## src/rtl/bcd_down_counter.sv

```systemverilog
// bcd_down_counter: loadable multi-digit BCD down-counter.
// Counts a loaded value down to zero, holds at zero for HOLD cycles with a
// one-cycle terminal-count pulse, then parks idle or reloads.
// Optional feature macro: BCD_DCNT_AUTO_RELOAD_EN (defined: periodic reload
// after the hold window; undefined: one-shot, parks in IDLE after the hold).
module bcd_down_counter #(
    parameter int DIGITS = 2,
    parameter int HOLD   = 3
) (
    input  logic                clk,
    input  logic                rst_n,
    input  logic                en,
    input  logic                load,
    input  logic [4*DIGITS-1:0] load_val,
    output logic [4*DIGITS-1:0] count,
    output logic                busy,
    output logic                holding,
    output logic                tc
);

    localparam int CW = 4 * DIGITS;
    localparam int TW = $clog2(HOLD + 1);
    localparam logic [TW-1:0] HOLD_INIT = TW'(HOLD);

    typedef enum logic [1:0] {
        S_IDLE  = 2'd0,
        S_COUNT = 2'd1,
        S_HOLD  = 2'd2
    } state_e;

    state_e        state_q, state_d;
    logic [CW-1:0] count_q, count_d;
    logic [CW-1:0] reload_q, reload_d;
    logic [TW-1:0] timer_q, timer_d;
    logic          tc_q, tc_d;
    logic [CW-1:0] load_clamped;

    // Saturate every nibble above 9 to 9 so the counter only ever holds BCD.
    function automatic logic [CW-1:0] bcd_clamp(input logic [CW-1:0] v);
        logic [CW-1:0] r;
        r = v;
        for (int i = 0; i < DIGITS; i++) begin
            if (v[4*i +: 4] > 4'd9) r[4*i +: 4] = 4'd9;
        end
        return r;
    endfunction

    // Decimal decrement: a zero digit wraps to 9 and borrows from the next one.
    function automatic logic [CW-1:0] bcd_dec(input logic [CW-1:0] v);
        logic [CW-1:0] r;
        logic          borrow;
        r      = v;
        borrow = 1'b1;
        for (int i = 0; i < DIGITS; i++) begin
            if (borrow) begin
                if (v[4*i +: 4] == 4'd0) begin
                    r[4*i +: 4] = 4'd9;
                end else begin
                    r[4*i +: 4] = v[4*i +: 4] - 4'd1;
                    borrow      = 1'b0;
                end
            end
        end
        return r;
    endfunction

    assign load_clamped = bcd_clamp(load_val);

    // Next-state logic: load wins over everything, then per-state behaviour.
    always_comb begin
        // NOTE: every signal written here gets a default first, so no path can infer a latch.
        state_d  = state_q;
        count_d  = count_q;
        reload_d = reload_q;
        timer_d  = timer_q;
        tc_d     = 1'b0;

        if (load) begin
            count_d  = load_clamped;
            reload_d = load_clamped;
            if (load_clamped == '0) begin
                state_d = S_HOLD;
                timer_d = HOLD_INIT;
                tc_d    = 1'b1;
            end else begin
                state_d = S_COUNT;
            end
        end else begin
            case (state_q)
                S_COUNT: begin
                    if (en) begin
                        // Count of 1 (or an unexpected 0) is terminal: never underflow.
                        if (count_q <= CW'(1)) begin
                            count_d = '0;
                            state_d = S_HOLD;
                            timer_d = HOLD_INIT;
                            tc_d    = 1'b1;
                        end else begin
                            count_d = bcd_dec(count_q);
                        end
                    end
                end
                S_HOLD: begin
                    if (timer_q <= TW'(1)) begin
`ifdef BCD_DCNT_AUTO_RELOAD_EN
                        count_d = reload_q;
                        if (reload_q == '0) begin
                            state_d = S_HOLD;
                            timer_d = HOLD_INIT;
                            tc_d    = 1'b1;
                        end else begin
                            state_d = S_COUNT;
                        end
`else
                        state_d = S_IDLE;
`endif
                    end else begin
                        timer_d = timer_q - TW'(1);
                    end
                end
                default: begin
                    // IDLE: hold count, ignore en.
                end
            endcase
        end
    end

`ifndef BCD_DCNT_AUTO_RELOAD_EN
    // The reload register is still written on load but has no reader in the one-shot build.
    logic unused_reload;
    assign unused_reload = ^reload_q;
`endif

    // State registers with asynchronous active-low reset.
    always_ff @(posedge clk or negedge rst_n) begin
        if (!rst_n) begin
            state_q  <= S_IDLE;
            count_q  <= '0;
            reload_q <= '0;
            timer_q  <= '0;
            tc_q     <= 1'b0;
        end else begin
            // NOTE: non-blocking assignments so all registers update together from pre-edge values.
            state_q  <= state_d;
            count_q  <= count_d;
            reload_q <= reload_d;
            timer_q  <= timer_d;
            tc_q     <= tc_d;
        end
    end

    assign count   = count_q;
    assign busy    = (state_q != S_IDLE);
    assign holding = (state_q == S_HOLD);
    assign tc      = tc_q;

endmodule

```

## config.mk

```make
export PLATFORM = sky130hd
export DESIGN_NAME = bcd_down_counter
export DESIGN_NICKNAME = d
export VERILOG_FILES = /design/src/rtl/bcd_down_counter.sv
export SDC_FILE = /design/constraint.sdc
export NUM_CORES = 1
export LEC_CHECK = 0
export CAP_MARGIN = 10
export CORE_AREA = 4 4 54 56
export DETAILED_ROUTE_END_ITERATION = 10
export DIE_AREA = 0 0 58 60
export PLACE_DENSITY = 0.76
export SYNTH_ARGS = -nofsm -noshare
export SYNTH_HDL_FRONTEND = slang
export SYNTH_SLANG_ARGS = --single-unit
```

## constraint.sdc

```tcl
create_clock -name clk -period 3.4 [get_ports clk]
set_clock_uncertainty 0.2 [all_clocks]
set_input_delay 1.02 -clock clk [delete_from_list [all_inputs] [get_ports clk]]
set_output_delay 1.02 -clock clk [all_outputs]
set_load 0.1 [all_outputs]
```

==> metrics.md <==
| Metric | Value |
|---|---|
| Run status | completed |
| Initial Utilization | 0.401 |
| Most common cell after layout, fill and taps aside | dfrtp_1 |
| # IOs | 23 |
| Buffer depth of the longest clock path | 2 |
| Final total power | 1.12 mW |
| Stage delay of the slowest cell on the critical path | 0.68 ns |
| H-tree Lvls | 1 |
| Sequential-to-total area share from yosys stat | 0.333 |
| Worst slew margin relative to its limit | 0.568 |
| Hold path startpoint | state_q[1]$_DFFE_PN0P_ |
| Via count of the first global-routing pass | 922 |
| WL per Instance | 15.7 um |
| Maximum VDD drop | 554 uV |
| Routability congestion estimate from global placement | 0.890 |
| Via count of the routed design | 919 |
| Filler instances | 234 |
| Largest net degree at the start of global routing | 15 |
| HPWL after detailed placement | 1970 um |
| Resized Gates After CTS | 0 |
| Number of register bits inferred by synthesis | 13 |
| Maximum achievable frequency | 375 MHz |
| Maximum net fanout on the critical path | 14 |
| Antenna-violating nets left | 0 |
| Crit path max-delay cell type | clkdlybuf4s50_1 |
| Final critical path time including I/O delays and setup | 2.67 ns |
| Power Density | 909 nW/um2 |
| Die Span Y | 60 um |
| Min-Delay Endpoint | state_q[1]$_DFFE_PN0P_ |
| Cell depth of the worst flop-to-flop path | 6 |
| Buffers & Inverters on Critical Path | 1 |
| Number of nets in the synthesized netlist | 122 |
| Transition time of the tightest slew-check pin | 0.646 ns |
| Number of antenna violations at the first check in global routing | 0 |
| Ranking of synthesized cells by area | dfrtp_1 33%, inv_1 4.2%, nand2_1 4.2% |
| CP required | 3.37 ns |
| Clock latency reported for the late side of the worst-skew pair | 0.28 ns |
| Share of cells above drive strength 1 | 0.250 |
| Setup repair bufs after CTS | 0 |
| Worst Setup Start Kind | primary input |
| Critical-path cell list | clkdlybuf4s50_1, nor2_1, a21oi_4, a32o_1 |
| Worst min-delay path class | reg -> reg |
| RSZ-0062 raised after global routing | false |
| Clock sink count | 13 |
| Clock buffer count from CTS | 3 |
| Synthesis warning total | 0 |
| DRT Wirelength | 2550 um |
| Cell type contributing the most total cell area after synthesis | dfrtp_1 |
| Worst r2r src | count[4]$_DFFE_PN0P_ |
| Clock tree root buffer cell | clkbuf_4 |
| Chip Width | 58 um |
| Worst Hold Depth | 2 |
| Endpoint type of the worst setup path | register |
| Core Rows | 18 |
| Worst-case register-to-register setup slack | 1.19 ns |
| Commonest register cell after synthesis | dfrtp_1 |
| Clock tree from TritonCTS | done |
| Number of endpoints with negative hold slack in the final report | 0 |
| Area of the die | 3480 um2 |
| Fraction of post-synthesis cell area in the top cell type by area | 0.333 |
| Core Area | 2430 um2 |
| Number of detailed-routing iterations run before antenna repair | 4 |
| End of the worst register-to-register path | count[7]$_DFFE_PN0P_ |
| Arrival time of the worst setup path | 2.64 ns |
| Via/cell ratio | 5.67 |
| Clock transition at the register clock pins on the worst setup and hold paths after CTS | 0.09 ns |
| Fraction of the cycle the final worst path needs | 0.784 |
| Netlist cell types | 49 |
| MaxCap Viol Count | 0 |
| GRT Resource Usage Total | 0.159 |
| Delay-heaviest family, CP | buffers and inverters |
| Hold Buf Count CTS | 0 |
| Port Buffer Count | 22 |
| Ant. Diodes | 0 |
| TNS Setup | 0 ns |
| Post-detailed-route DRC marker count | 0 |
| Total number of nets in the final design | 148 |
| Post-synthesis instance area | 976 um2 |
| Static leakage | 0.533 nW |
| Top library cells by usage in the layout, fill and taps aside | 13 x dfrtp_1, 12 x buf_4, 11 x inv_1, 11 x nand2_1, 11 x clkdlybuf4s50_1 |
| DRC violation total after the first TritonRoute iteration | 19 |
| Final setup violation count | 0 |
| Number of enable flip-flop cells after synthesis | 0 |
| Worst setup path class | in -> reg |
| Leftover overflow at the end of global routing | 0 |
| Area added between synthesis and finish | 26.4% |
| Synth async-reset ratio | 1.00 |
| Wire length of the first global-routing pass | 4290 um |
| Count of final max-slew check failures | 0 |
| Mean cell area of the mapped netlist | 9.12 um2 |
| Gate count after technology mapping | 107 |
[area by class of cell]
type / count / area (um2) / area share
Multi-Input combinational cell: 81 / 602 / 0.488
Sequential cell: 13 / 325 / 0.264
Timing Repair Buffer: 23 / 200 / 0.162
Inverter: 11 / 41.3 / 0.0335
Tap cell: 30 / 37.5 / 0.0304
Clock buffer: 3 / 22.5 / 0.0183
Clock inverter: 1 / 5.00 / 0.00406
[synth_stat cells, types with 2 or more instances]
library cell	instances
a21oi_1	6
a31oi_1	3
clkbuf_1	2
dfrtp_1	13
ha_1	3
inv_1	11
mux2i_1	2
nand2_1	11
nor2_1	8
nor3b_1	2
o21ai_0	5
o21ai_2	2
o31ai_1	2
or2_2	2
[how the worst max path moves through the flow]
stage | startpoint | to | slack, ns | cells after the start
2_1_floorplan | state_q[1]$_DFFE_PN0P_ | holding | 0.42 | 2
3_3_place_gp | load | count[6]$_DFFE_PN0P_ | 0.45 | 4
3_5_place_dp | load | count[6]$_DFFE_PN0P_ | 0.45 | 4
4_1_cts | load | count[6]$_DFFE_PN0P_ | 0.75 | 4
5_1_grt | load | count[6]$_DFFE_PN0P_ | 0.64 | 4
6_report | load | count[6]$_DFFE_PN0P_ | 0.73 | 4
[cells by family (layout without fill, tap and decap cells)]
group / count (synthesis) / count (layout) / synth area share
compound gates: 36 / 36 / 0.283
xor+xnor: 1 / 1 / 0.00898
fa+ha+maj: 3 / 3 / 0.0385
buf+inv: 13 / 38 / 0.0500
flops: 13 / 13 / 0.333
mux: 2 / 2 / 0.0205
simple gates: 39 / 39 / 0.265
[flip-flops by register name (all words and copies together), names as in the netlist]
signal	cells
count	8
timer_q	2
state_q	2
tc	1
[metrics by stage]
| step | setup WS, ns | hold slack, ns | cell area (um2) | instances | util |
|---|---|---|---|---|---|
| final | 0.733 | 0.407 | 1230 | 162 | 0.507 |
| after global routing | 0.643 | 0.444 | 1230 | 162 | 0.507 |
| after CTS | 0.755 | 0.417 | 1230 | 162 | 0.507 |
| after detailed placement | 0.454 | 0.407 | 1210 | 158 | 0.496 |
| after global placement | 0.453 | 0.381 | 1210 | 158 | 0.496 |
| after floorplan | 0.422 | 0.351 | 976 | 107 | - |
[power by group]
group          internal, mW  leakage (nW)  switching (mW)
Clock                0.0436        0.0177          0.0536
Sequential            0.203         0.153          0.0859
Combinational         0.223         0.363           0.511
[routing by layer]
| layer | global-route usage | up-vias | routed length, um |
|---|---|---|---|
| met5 | 0 | - | 0 |
| met1 | 0.219 | 445 | 1230 |
| met3 | 0.0389 | 0 | 155 |
| met4 | 0.0132 | 0 | 0 |
| met2 | 0.265 | 26 | 1160 |
| li1 | - | 448 | - |
[tightest hold or removal path: stages, from the launching register on]
cell and delay [ns]:
dfrtp_1 0.38, inv_1 0.11, o31ai_1 0.09
No activity file was read; power rests on OpenSTA's default activity.
